==> config.mk <==
export PLATFORM = sky130hd
export DESIGN_NAME = tqvp_edge_capture
export DESIGN_NICKNAME = d
export VERILOG_FILES = /design/src/rtl/tqvp_edge_pkg.sv /design/src/rtl/tqvp_edge_filter_ch.sv /design/src/rtl/tqvp_edge_capture.sv
export SDC_FILE = /design/constraint.sdc
export NUM_CORES = 1
export LEC_CHECK = 0
export ABC_AREA = 0
export BUFFER_PORTS_ARGS = -buffer_cell sky130_fd_sc_hd__buf_2
export CORE_ASPECT_RATIO = 1.25
export CORE_UTILIZATION = 50
export DETAILED_ROUTE_END_ITERATION = 8
export PLACE_DENSITY = 0.73
export SYNTH_ARGS = -nofsm -noshare
export SYNTH_HDL_FRONTEND = slang
export SYNTH_SLANG_ARGS = --single-unit
==> constraint.sdc <==
create_clock -name clk -period 2.85 [get_ports clk]
set_input_delay 0.1425 -clock clk [delete_from_list [all_inputs] [get_ports clk]]
set_output_delay 0.1425 -clock clk [all_outputs]
set_load 0.01 [all_outputs]
==> src/rtl/tqvp_edge_pkg.sv <==
// Shared constants and helpers for the edge-capture front-end.
package tqvp_edge_pkg;

    localparam int NCH_DEF = 8;
    localparam int FW_DEF  = 4;

    localparam logic [1:0] EDGE_OFF  = 2'b00;
    localparam logic [1:0] EDGE_RISE = 2'b01;
    localparam logic [1:0] EDGE_FALL = 2'b10;
    localparam logic [1:0] EDGE_BOTH = 2'b11;

    // True when an edge whose new level is new_lvl is reported under mode.
    function automatic logic edge_permitted(input logic [1:0] mode, input logic new_lvl);
        logic ok;
        case (mode)
            EDGE_OFF:  ok = 1'b0;
            EDGE_RISE: ok = new_lvl;
            EDGE_FALL: ok = ~new_lvl;
            EDGE_BOTH: ok = 1'b1;
            default:   ok = 1'b0;
        endcase
        return ok;
    endfunction

endpackage

==> src/rtl/tqvp_edge_filter_ch.sv <==
// One channel: stability-window glitch filter plus edge qualification.
module tqvp_edge_filter_ch
    import tqvp_edge_pkg::*;
#(
    parameter int FW = FW_DEF
) (
    input  logic          clk,
    input  logic          rst,
    input  logic          clr,
    input  logic          din,
    input  logic          en,
    input  logic [1:0]    mode,
    input  logic [FW-1:0] filt_len,
    output logic          level,
    output logic          evt,
    output logic          evt_rise
);

    logic          primed_q, primed_d;
    logic          s_q, s_d;
    logic [FW-1:0] c_q, c_d;
    logic          evt_q, evt_d;
    logic          rise_q, rise_d;

    // Next-state: priming, disabled tracking, window counting and edge commit.
    always_comb begin
        primed_d = primed_q;
        s_d      = s_q;
        c_d      = c_q;
        evt_d    = 1'b0;
        rise_d   = 1'b0;
        if (clr) begin
            primed_d = 1'b0;
            s_d      = 1'b0;
            c_d      = '0;
        end else if (!primed_q) begin
            // First sample after reset/clear is taken as the baseline, no event.
            primed_d = 1'b1;
            s_d      = din;
            c_d      = '0;
        end else if (!en) begin
            s_d = din;
            c_d = '0;
        end else if (din == s_q) begin
            c_d = '0;
        end else if (c_q < filt_len) begin
            c_d = c_q + FW'(1);
        end else begin
            // ">=" so that shrinking filt_len mid-count commits immediately.
            s_d    = din;
            c_d    = '0;
            evt_d  = edge_permitted(mode, din);
            rise_d = edge_permitted(mode, din) & din;
        end
    end

    // State registers with asynchronous reset.
    always_ff @(posedge clk or posedge rst) begin
        if (rst) begin
            primed_q <= 1'b0;
            s_q      <= 1'b0;
            c_q      <= '0;
            evt_q    <= 1'b0;
            rise_q   <= 1'b0;
        end else begin
            primed_q <= primed_d;
            s_q      <= s_d;
            c_q      <= c_d;
            evt_q    <= evt_d;
            rise_q   <= rise_d;
        end
    end

    assign level    = s_q;
    assign evt      = evt_q;
    assign evt_rise = rise_q;

endmodule

==> src/rtl/tqvp_edge_capture.sv <==
// Edge-capture front-end: NCH independent filter/edge channels.
module tqvp_edge_capture
    import tqvp_edge_pkg::*;
#(
    parameter int NCH = NCH_DEF,
    parameter int FW  = FW_DEF
) (
    input  logic             clk,
    input  logic             rst,
    input  logic [NCH-1:0]   ui_in,
    input  logic [NCH-1:0]   en,
    input  logic [2*NCH-1:0] edge_mode,
    input  logic [FW-1:0]    filt_len,
    input  logic             clr,
    output logic [NCH-1:0]   level,
    output logic [NCH-1:0]   evt,
    output logic [NCH-1:0]   evt_rise
);

    for (genvar i = 0; i < NCH; i++) begin : g_ch
        tqvp_edge_filter_ch #(.FW(FW)) u_ch (
            .clk      (clk),
            .rst      (rst),
            .clr      (clr),
            .din      (ui_in[i]),
            .en       (en[i]),
            .mode     (edge_mode[2*i+1:2*i]),
            .filt_len (filt_len),
            .level    (level[i]),
            .evt      (evt[i]),
            .evt_rise (evt_rise[i])
        );
    end

endmodule

* Yosys cells after proc, flatten, opt, wreduce, memory -nomap -nowiden
Index checks and enable logic that the tools add are counted.
** Storage, ports and cells
- Memories :: 0
- Memory bits (read-only) :: 0
- Flip-flop bits (word level) :: 57
- Bits in latches :: 0
- Input port bits :: 39
- Word-level logic and storage cells :: 338
- Output and inout port bits :: 24
- RAM bits :: 0
** Cells by class
- Shifts and indexed selects :: 0
- $lt $le $gt $ge :: 8
- Mux-type cells :: 209
- Add/sub/neg operators :: 8
- Bitwise gates (word level) :: 16
- Reduce and logical (&&, ||, !) cells :: 16
- Equal/unequal tests :: 48
- Divide/modulo/power cells :: 0
- Multipliers :: 0
** Operators by type and width (count)
- $mux W1 :: 161
- $mux W4 :: 40
- $ne A4 B4 Y1 const B :: 16
- $add A4 B1 Y4 const B :: 8
- $eq A2 B2 Y1 const B :: 16
- $lt A4 B4 Y1 :: 8
- $pmux W1 S4 :: 8
- $eq A2 B1 Y1 const B :: 8
- $logic_not A2 Y1 :: 8
- $reduce_and A2 Y1 :: 8
- $and A1 B1 Y1 :: 8
- $eq A1 B1 Y1 :: 8
- $not A1 Y1 :: 8

* Logic depth before layout (Yosys ltp)
Gate-level depths: netlist of the first run.
- Word-level depth :: 13
- Depth in mapped cells :: 6
- Depth with buffers taken out :: 6

* Modules after synthesis
A second synthesis of the first run with hierarchy kept.
** Second synthesis, totals
- Cell total of the unflattened synthesis :: 328
- Area total of the unflattened synthesis :: 3393.3 um^2
** By module, submodules not included
- tqvp_edge_filter_ch :: cells an instance 41, instances 8, area an instance 424.2 um^2, sequential area each 200.2 um^2

* Worst setup path after synthesis of the first run
OpenSTA, ideal clock, no wires.
- Path kind :: register to register
- From :: register g_ch[7].u_ch.c_q[3]
- To :: register g_ch[7].u_ch.evt_q
- Setup slack :: 1357 ps
- Setup time :: 73 ps
- Cell stages (with the launch flop) :: 6
- Buffers on the path :: 0
- Period minus slack after synthesis :: 1493 ps
- Data required time :: 2777 ps
- Arrival time :: 1420 ps
- Path through :: dfrtp_1 > ha_1 > o211ai_1 > o21ai_1 > or3b_1 > a21oi_2
** Between the ends
- Word-level cells in the longest chain between the ends :: 6
** Ends and longest elaborated chain
- start: declaration :: line tqvp_edge_filter_ch.sv:21 : logic [FW-1:0] c_q, c_d;
- start signal: assignment :: line tqvp_edge_filter_ch.sv:62 : c_q <= '0;
- start signal: assignment :: line tqvp_edge_filter_ch.sv:68 : c_q <= c_d;
- $lt A4 B4 Y1 :: line tqvp_edge_filter_ch.sv:46 : end else if (c_q < filt_len) begin
- $mux W1 :: line tqvp_edge_filter_ch.sv:46
- $mux W1 :: line tqvp_edge_filter_ch.sv:44 : end else if (din == s_q) begin
- $mux W1 :: line tqvp_edge_filter_ch.sv:41 : end else if (!en) begin
- $mux W1 :: line tqvp_edge_filter_ch.sv:36 : end else if (!primed_q) begin
- $mux W1 :: line tqvp_edge_filter_ch.sv:32 : if (clr) begin
- via g_ch[7].u_ch.evt_d :: line tqvp_edge_filter_ch.sv:22 : logic evt_q, evt_d;
- end signal: assignment :: line tqvp_edge_filter_ch.sv:69 : evt_q <= evt_d;
- end: declaration :: line tqvp_edge_filter_ch.sv:22
The timed path passes the listed nets, and every way through them passes these cells.
A chain may end at the register's enable or synchronous reset.

==> results.yml, run 1 <==
outcome:
  status: "finished clean"
flow_run:
  maxCapViolCount: 0
logic_synthesis:
  synth-edff-count: 0
  yosysMostFrequentCell: "dfrtp_1"
  synth.cell_area_um2: 3180
  ys_ff_latch: 57
  yosys_warnings: 0
  syn_avg_cell_area_um2: 10.1
  synth_top_cells_by_count: "57 x dfrtp_1, 40 x nor2_1, 32 x ha_1"
  synth_area_leader_cell: "dfrtp_1"
  async_flop_share_pct: 100
  synth_cell_types: 26
  synth_top_area_share_pct: 44.9
  syn_nets: 385
  yosysSeqAreaShare_pct: 44.9
  synth_area_leaders: "dfrtp_1 45%, ha_1 13%, buf_4 5.7%"
  syn_inst: 314
  synth_top_flop_cell: "dfrtp_1"
placed_design:
  post_dp_cell_area_um2: 3400
  portBuffers: 62
  dp_hpwl_um: 4090
  gp_congestion: 0.776
clock_tree:
  cts_buffer_depth: 2
  cts_tree: "yes"
  cts_setup_buffers: 0
  postCtsHoldBufs: 1
  htreeDepth: 3
  clock-root-buffer: "clkbuf_8"
  cts_sinks: 57
  insertion_delay_ps: 330
  cts_resized: 0
  cts_buffers: 9
  clk_pin_slew_ps: 60
drt:
  dr.pass1.iters: 4
  wl_met3_um: 192
  highest_layer: "met4"
  wl_met1_um: 2540
  wire_per_inst_um: 12.2
  route.met2.wl_um: 2680
  ant_nets: 0
  vias_per_cell: 4.95
  drt_iter0_markers: 62
  drc: 0
  wl_um: 5530
  vias: 2247
cells_and_area:
  n_antenna_cell: 0
  postLayoutCellArea_um2: 3600
  area_growth_pct: 13.3
  drive_gt1_share_pct: 23.0
  nNetsFinal: 435
die:
  dieWidth_um: 73.3
  core-area_um2: 6170
  initial_core_util_pct: 51.5
  die_area_um2: 6680
  io_pins: 63
  rows: 32
  die_h_um: 91.1
setup_path:
  required_ps: 3120
  arrival_ps: 1950
  worstSetupStartpointType: "flop"
  endpoint_kind: "flop"
  critPathMaxFanout: 9
  critical_path_class: "reg -> reg"
power:
  p_int_mw: 1.30
  pwr-share-clk_pct: 42.3
  p_leak_nw: 1.79
  p_sw_share_pct: 24.4
  power_density_nw_per_um2: 476
  pwr-share-comb_pct: 9.1
  worst_ir_drop_vdd_mv: 0.387
  switchingPower_mw: 0.419
  sequentialPowerShare_pct: 48.7
timing:
  finalSetupTns_ps: 0
  holdWs_ps: 50.1
  period_share_pct: 59.0
  grt_setup_unrepaired: "no"
  max_freq_ghz: 0.595
  setup_viol: 0
  tightest_slew_ps: 485
  finClkSkew_ps: 3.11
  slew_headroom_pct: 67.7
  slew_viol_final: 0
  finalHoldViolations: 0
  period_minus_slack_ps: 1680
global_routing:
  overflow: 0
  grt_pass1_wl_um: 9620
  grt_max_degree: 40
  grt_antenna_before_repair: 0
  grt_pass1_vias: 2137
  grtUsageTotal_pct: 19.2
worst_hold_path:
  hold_path_class: "in -> reg"
worst max-delay path, cell delays in order, from the launching register on:
cell and delay [ps]:
dfrtp_1 320, nor2b_2 360, buf_4 260, nand2_1 90, or3_1 430, nor2_1 140
per-stage QoR:
| step | utilization (%) | power (mW) | worst slack, ps | instances |
|---|---|---|---|---|
| 2_1_floorplan | - | 0.952 | 1310 | 314 |
| 3_3_place_gp | 55.1 | 1.00 | 1160 | 437 |
| 3_5_place_dp | 55.1 | 1.01 | 1130 | 437 |
| 4_1_cts | 58.4 | 1.74 | 1150 | 454 |
| 5_1_grt | 58.4 | 1.80 | 1030 | 454 |
| 6_report | 58.4 | 1.71 | 1170 | 454 |
cell usage in the layout, fill, tap and decap left out, drive strengths merged, types with 12 or more instances in the layout:
cell and n:
nor2 40, a21oi 16, nand3 16, xnor2 15, o21ai 16, ha 32
clkbuf 14, o211ai 16, buf 64, inv 12, dfrtp 57, nand2 17
cell type report:
cell class	count	area, µm²
Fill cell	558	2570
Inverter	13	48.8
Clock inverter	2	10.0
Sequential cell	57	1430
Tap cell	85	106
Timing Repair Buffer	65	335
Clock buffer	14	183
Multi-Input combinational cell	218	1490
sequential cells by signal, summed over array words and instances, names as in the netlist:
signal / count
g_ch.u_ch.level: 8
g_ch.u_ch.primed_q: 1
g_ch.u_ch.evt: 8
g_ch.u_ch.evt_rise: 8
g_ch.u_ch.c_q: 32
power groups by stage:
stage                     Clock [mW]  Combinational (mW)  Sequential (mW)
after floorplan                    0               0.105            0.846
after global placement             0               0.152            0.849
after detailed placement           0               0.156            0.849
after CTS                      0.745               0.159            0.834
after global routing           0.787               0.178            0.836
final                          0.724               0.156            0.834
logic make-up (layout without fill, tap and decap cells):
kind of cell             Yosys count  after routing  share of synthesized area, %
AO/OA/AOI/OAI                     48             48                          8.94
XOR/XNOR                          24             24                          6.62
adder cells (fa/ha/maj)           32             32                          12.6
buffers and inverters             39             94                          8.20
flip-flops                        57             57                          44.9
AND/OR/NAND/NOR                  114            114                          18.7
layer usage:
layer	vias to the layer above	global-route usage (%)
li1	1154	-
met1	1039	23.8
met4	0	9.64
met2	43	29.9
met5	-	0
met3	11	5.88
path summary, 6_finish.rpt:
| kind | slack [ps] | cells after the start | from | to |
|---|---|---|---|---|
| worst max-delay path | 1170 | 5 | g_ch[6].u_ch.primed_q | g_ch[3].u_ch.c_q[3] |
| worst min-delay path | 50 | 3 | edge_mode[4] | g_ch[2].u_ch.evt_rise |
| worst max register to register | 1170 | 5 | g_ch[6].u_ch.primed_q | g_ch[3].u_ch.c_q[3] |
| worst min register to register | 490 | 1 | g_ch[7].u_ch.c_q[0] | g_ch[7].u_ch.c_q[0] |
| max in group asynchronous | 1690 | 4 | rst | g_ch[5].u_ch.c_q[3] |
| min in group asynchronous | 340 | 3 | rst | g_ch[7].u_ch.level |
No activity file was read; power rests on OpenSTA's default activity.
==> run 2, diff against run 1 <==
--- a/config.mk
+++ b/config.mk
@@ -5,12 +5,12 @@
 export SDC_FILE = /design/constraint.sdc
 export NUM_CORES = 1
 export LEC_CHECK = 0
-export ABC_AREA = 0
+export ABC_AREA = 1
 export BUFFER_PORTS_ARGS = -buffer_cell sky130_fd_sc_hd__buf_2
 export CORE_ASPECT_RATIO = 1.25
 export CORE_UTILIZATION = 50
 export DETAILED_ROUTE_END_ITERATION = 8
-export PLACE_DENSITY = 0.73
+export PLACE_DENSITY = 0.75
 export SYNTH_ARGS = -nofsm -noshare
 export SYNTH_HDL_FRONTEND = slang
 export SYNTH_SLANG_ARGS = --single-unit
==> constraint.sdc (replaced) <==
create_clock -name clk -period 1.5 [get_ports clk]
set_input_delay 0.075 -clock clk [delete_from_list [all_inputs] [get_ports clk]]
set_output_delay 0.075 -clock clk [all_outputs]
set_load 0.01 [all_outputs]
==> results.yml, run 2 <==
outcome:
  status: "finished clean"
clock_tree:
  cts_buffers: 9
  htreeDepth: 3
  insertion_delay_ps: 340
  clock-root-buffer: "clkbuf_8"
  cts_sinks: 57
  cts_buffer_depth: 2
  cts_tree: "yes"
  clk_pin_slew_ps: 60
  cts_setup_buffers: 0
die:
  core-area_um2: 6690
  die_h_um: 96.2
  dieWidth_um: 77.3
  io_pins: 63
  rows: 33
  die_area_um2: 7440
  initial_core_util_pct: 53.0
global_routing:
  gr-usage-met2_pct: 36.5
  grt_max_degree: 58
  grt_antenna_before_repair: 0
  overflow: 0
  use_met1_pct: 21.3
  grt_pass1_vias: 2696
  top_usage_layer: "met2"
  grtUsageTotal_pct: 20.0
  grt.met3_usage_pct: 5.50
  grt_pass1_wl_um: 11400
logic_synthesis:
  synth_top_area_share_pct: 40.2
  yosys_warnings: 0
  yosysMostFrequentCell: "nand2_1"
  synth_top_cells_by_count: "100 x nand2_1, 57 x dfrtp_1, 36 x inv_1"
  syn_avg_cell_area_um2: 9.19
  synth_area_leader_cell: "dfrtp_1"
  yosysSeqAreaShare_pct: 40.2
  synth.cell_area_um2: 3550
  synth_top_flop_cell: "dfrtp_1"
  syn_nets: 457
  async_flop_share_pct: 100
  ys_ff_latch: 57
  synth_area_leaders: "dfrtp_1 40%, ha_1 11%, nand2_1 11%"
  synth_cell_types: 22
  synth-edff-count: 0
  syn_inst: 386
power:
  p_leak_nw: 2.22
  switchingPower_mw: 0.862
  worst_ir_drop_vdd_mv: 0.441
  p_sw_share_pct: 25.3
  power_density_nw_per_um2: 815
  pwr-share-clk_pct: 41.1
  sequentialPowerShare_pct: 46.9
  pwr-share-comb_pct: 12.1
  p_int_mw: 2.54
  finalPower_mw: 3.40
drt:
  drt_iter0_markers: 106
  vias_per_cell: 4.91
  ant_nets: 0
  wire_per_inst_um: 12.1
  wl_um: 6600
  vias: 2683
  drc: 0
  dr.pass1.iters: 5
worst_hold_path:
  hold_path_class: "in -> reg"
  worstHoldPathCells: 3
  hold_start: "ui_in[4]"
  holdPathEnd: "g_ch[4].u_ch.evt"
cells_and_area:
  area_growth_pct: 17.8
  regMostFlops: "g_ch.u_ch.c_q"
  nNetsFinal: 525
  instances_no_fill: 546
  fin_util_pct: 62.5
  layout_commonest_cell: "nand2_1"
  mostFrequentLayoutCells: "100 x nand2_1, 62 x buf_2, 57 x dfrtp_1"
  final-seq-area_um2: 1430
  largest_reg_flops: 32
  fill_cells: 558
  drive_gt1_share_pct: 26.1
  n_antenna_cell: 0
  multiInputGateArea_um2: 1760
timing:
  slew_viol_final: 0
  period_minus_slack_ps: 1400
  max_freq_ghz: 0.712
  period_share_pct: 93.7
  slew_headroom_pct: 56.8
  finClkSkew_ps: 4.52
  setup_viol: 0
  tightest_slew_ps: 648
  finalHoldViolations: 0
placed_design:
  dp_hpwl_um: 4530
  dp_cells: 508
  gp_congestion: 0.748
  portBuffers: 62
setup_path:
  endpoint_kind: "flop"
  r2r-start: "g_ch[4].u_ch.c_q[3]"
  worstSetupStartpointType: "flop"
  r2r_slack_ps: 100
  critical_path_class: "reg -> reg"
  rr_worst_depth: 9
  reg2reg_to: "g_ch[4].u_ch.level"
  required_ps: 1730
  critPathMaxFanout: 6
  arrival_ps: 1640
flow_run:
  maxCapViolCount: 0
-- run 2: cell type report --
| cell class | count | share of cell area, % |
|---|---|---|
| inverters | 38 | 3.41 |
| multi-input cells | 263 | 42.1 |
| well taps | 87 | 2.61 |
| repair buffers | 85 | 13.2 |
| clock inverters | 3 | 0.958 |
| flip-flops and latches | 57 | 34.1 |
| clock buffers | 13 | 3.56 |
-- run 2: how the worst max path moves through the flow --
stage	end	from	slack, ps	cells after the start
after global placement	g_ch[7].u_ch.level	filt_len[3]	100	9
after CTS	g_ch[6].u_ch.level	g_ch[6].u_ch.c_q[3]	90	7
after global routing	g_ch[6].u_ch.level	g_ch[6].u_ch.c_q[3]	-7	9
after detailed placement	g_ch[6].u_ch.level	filt_len[3]	40	9
final	g_ch[4].u_ch.level	g_ch[4].u_ch.c_q[3]	100	9
after floorplan	g_ch[0].u_ch.c_q[0]	rst	30	1
-- run 2: critical path: stages, from the launching register on --
cell and delay [ps]:
dfrtp_1 400, ha_1 320, nand2_1 80, inv_1 40, nand2_1 110, nand2_4 90
nand2_1 90, nand2_1 60, nand2_1 60, nand2_1 50
-- run 2: cell families (layout without fill, tap and decap cells) --
logic type	Yosys count	in the layout	share of synthesized area [%]
AND/OR/NAND/NOR	191	191	28.6
buffers and inverters	66	139	10.5
AO/OA/AOI/OAI	16	16	2.36
adder cells (fa/ha/maj)	32	32	11.3
flip-flops	57	57	40.2
XOR/XNOR	24	24	6.98
-- run 2: metal layers --
metal | vias up | wire, µm
met5 | - | 0
met4 | 0 | 150
met3 | 14 | 242
met2 | 48 | 3640
met1 | 1276 | 2560
li1 | 1345 | -
-- run 2: per-stage QoR --
step | TNS [ps] | area [µm²] | worst slack, ps | hold slack (ps)
2_1_floorplan | 0 | 3550 | 25.4 | 212
3_3_place_gp | 0 | 3760 | 99.2 | 159
3_5_place_dp | 0 | 3760 | 44.7 | 161
4_1_cts | 0 | 4170 | 88.8 | 4.47
5_1_grt | -6.56 | 4180 | -6.56 | 14.5
6_report | 0 | 4180 | 95.2 | 26.5
-- run 2: power groups by stage --
stage	Sequential, mW	Clock (mW)	Combinational, mW
floorplan	1.61	0	0.274
global placement	1.62	0	0.351
detailed placement	1.62	0	0.366
CTS	1.59	1.43	0.412
global route	1.60	1.49	0.468
finish	1.60	1.40	0.411
-- run 2: what timing repair did --
action	CTS	global route
resized for setup	0	3
hold buffers	22	0
setup endpoints to repair	0	2
endpoints found under the hold margin	73	0
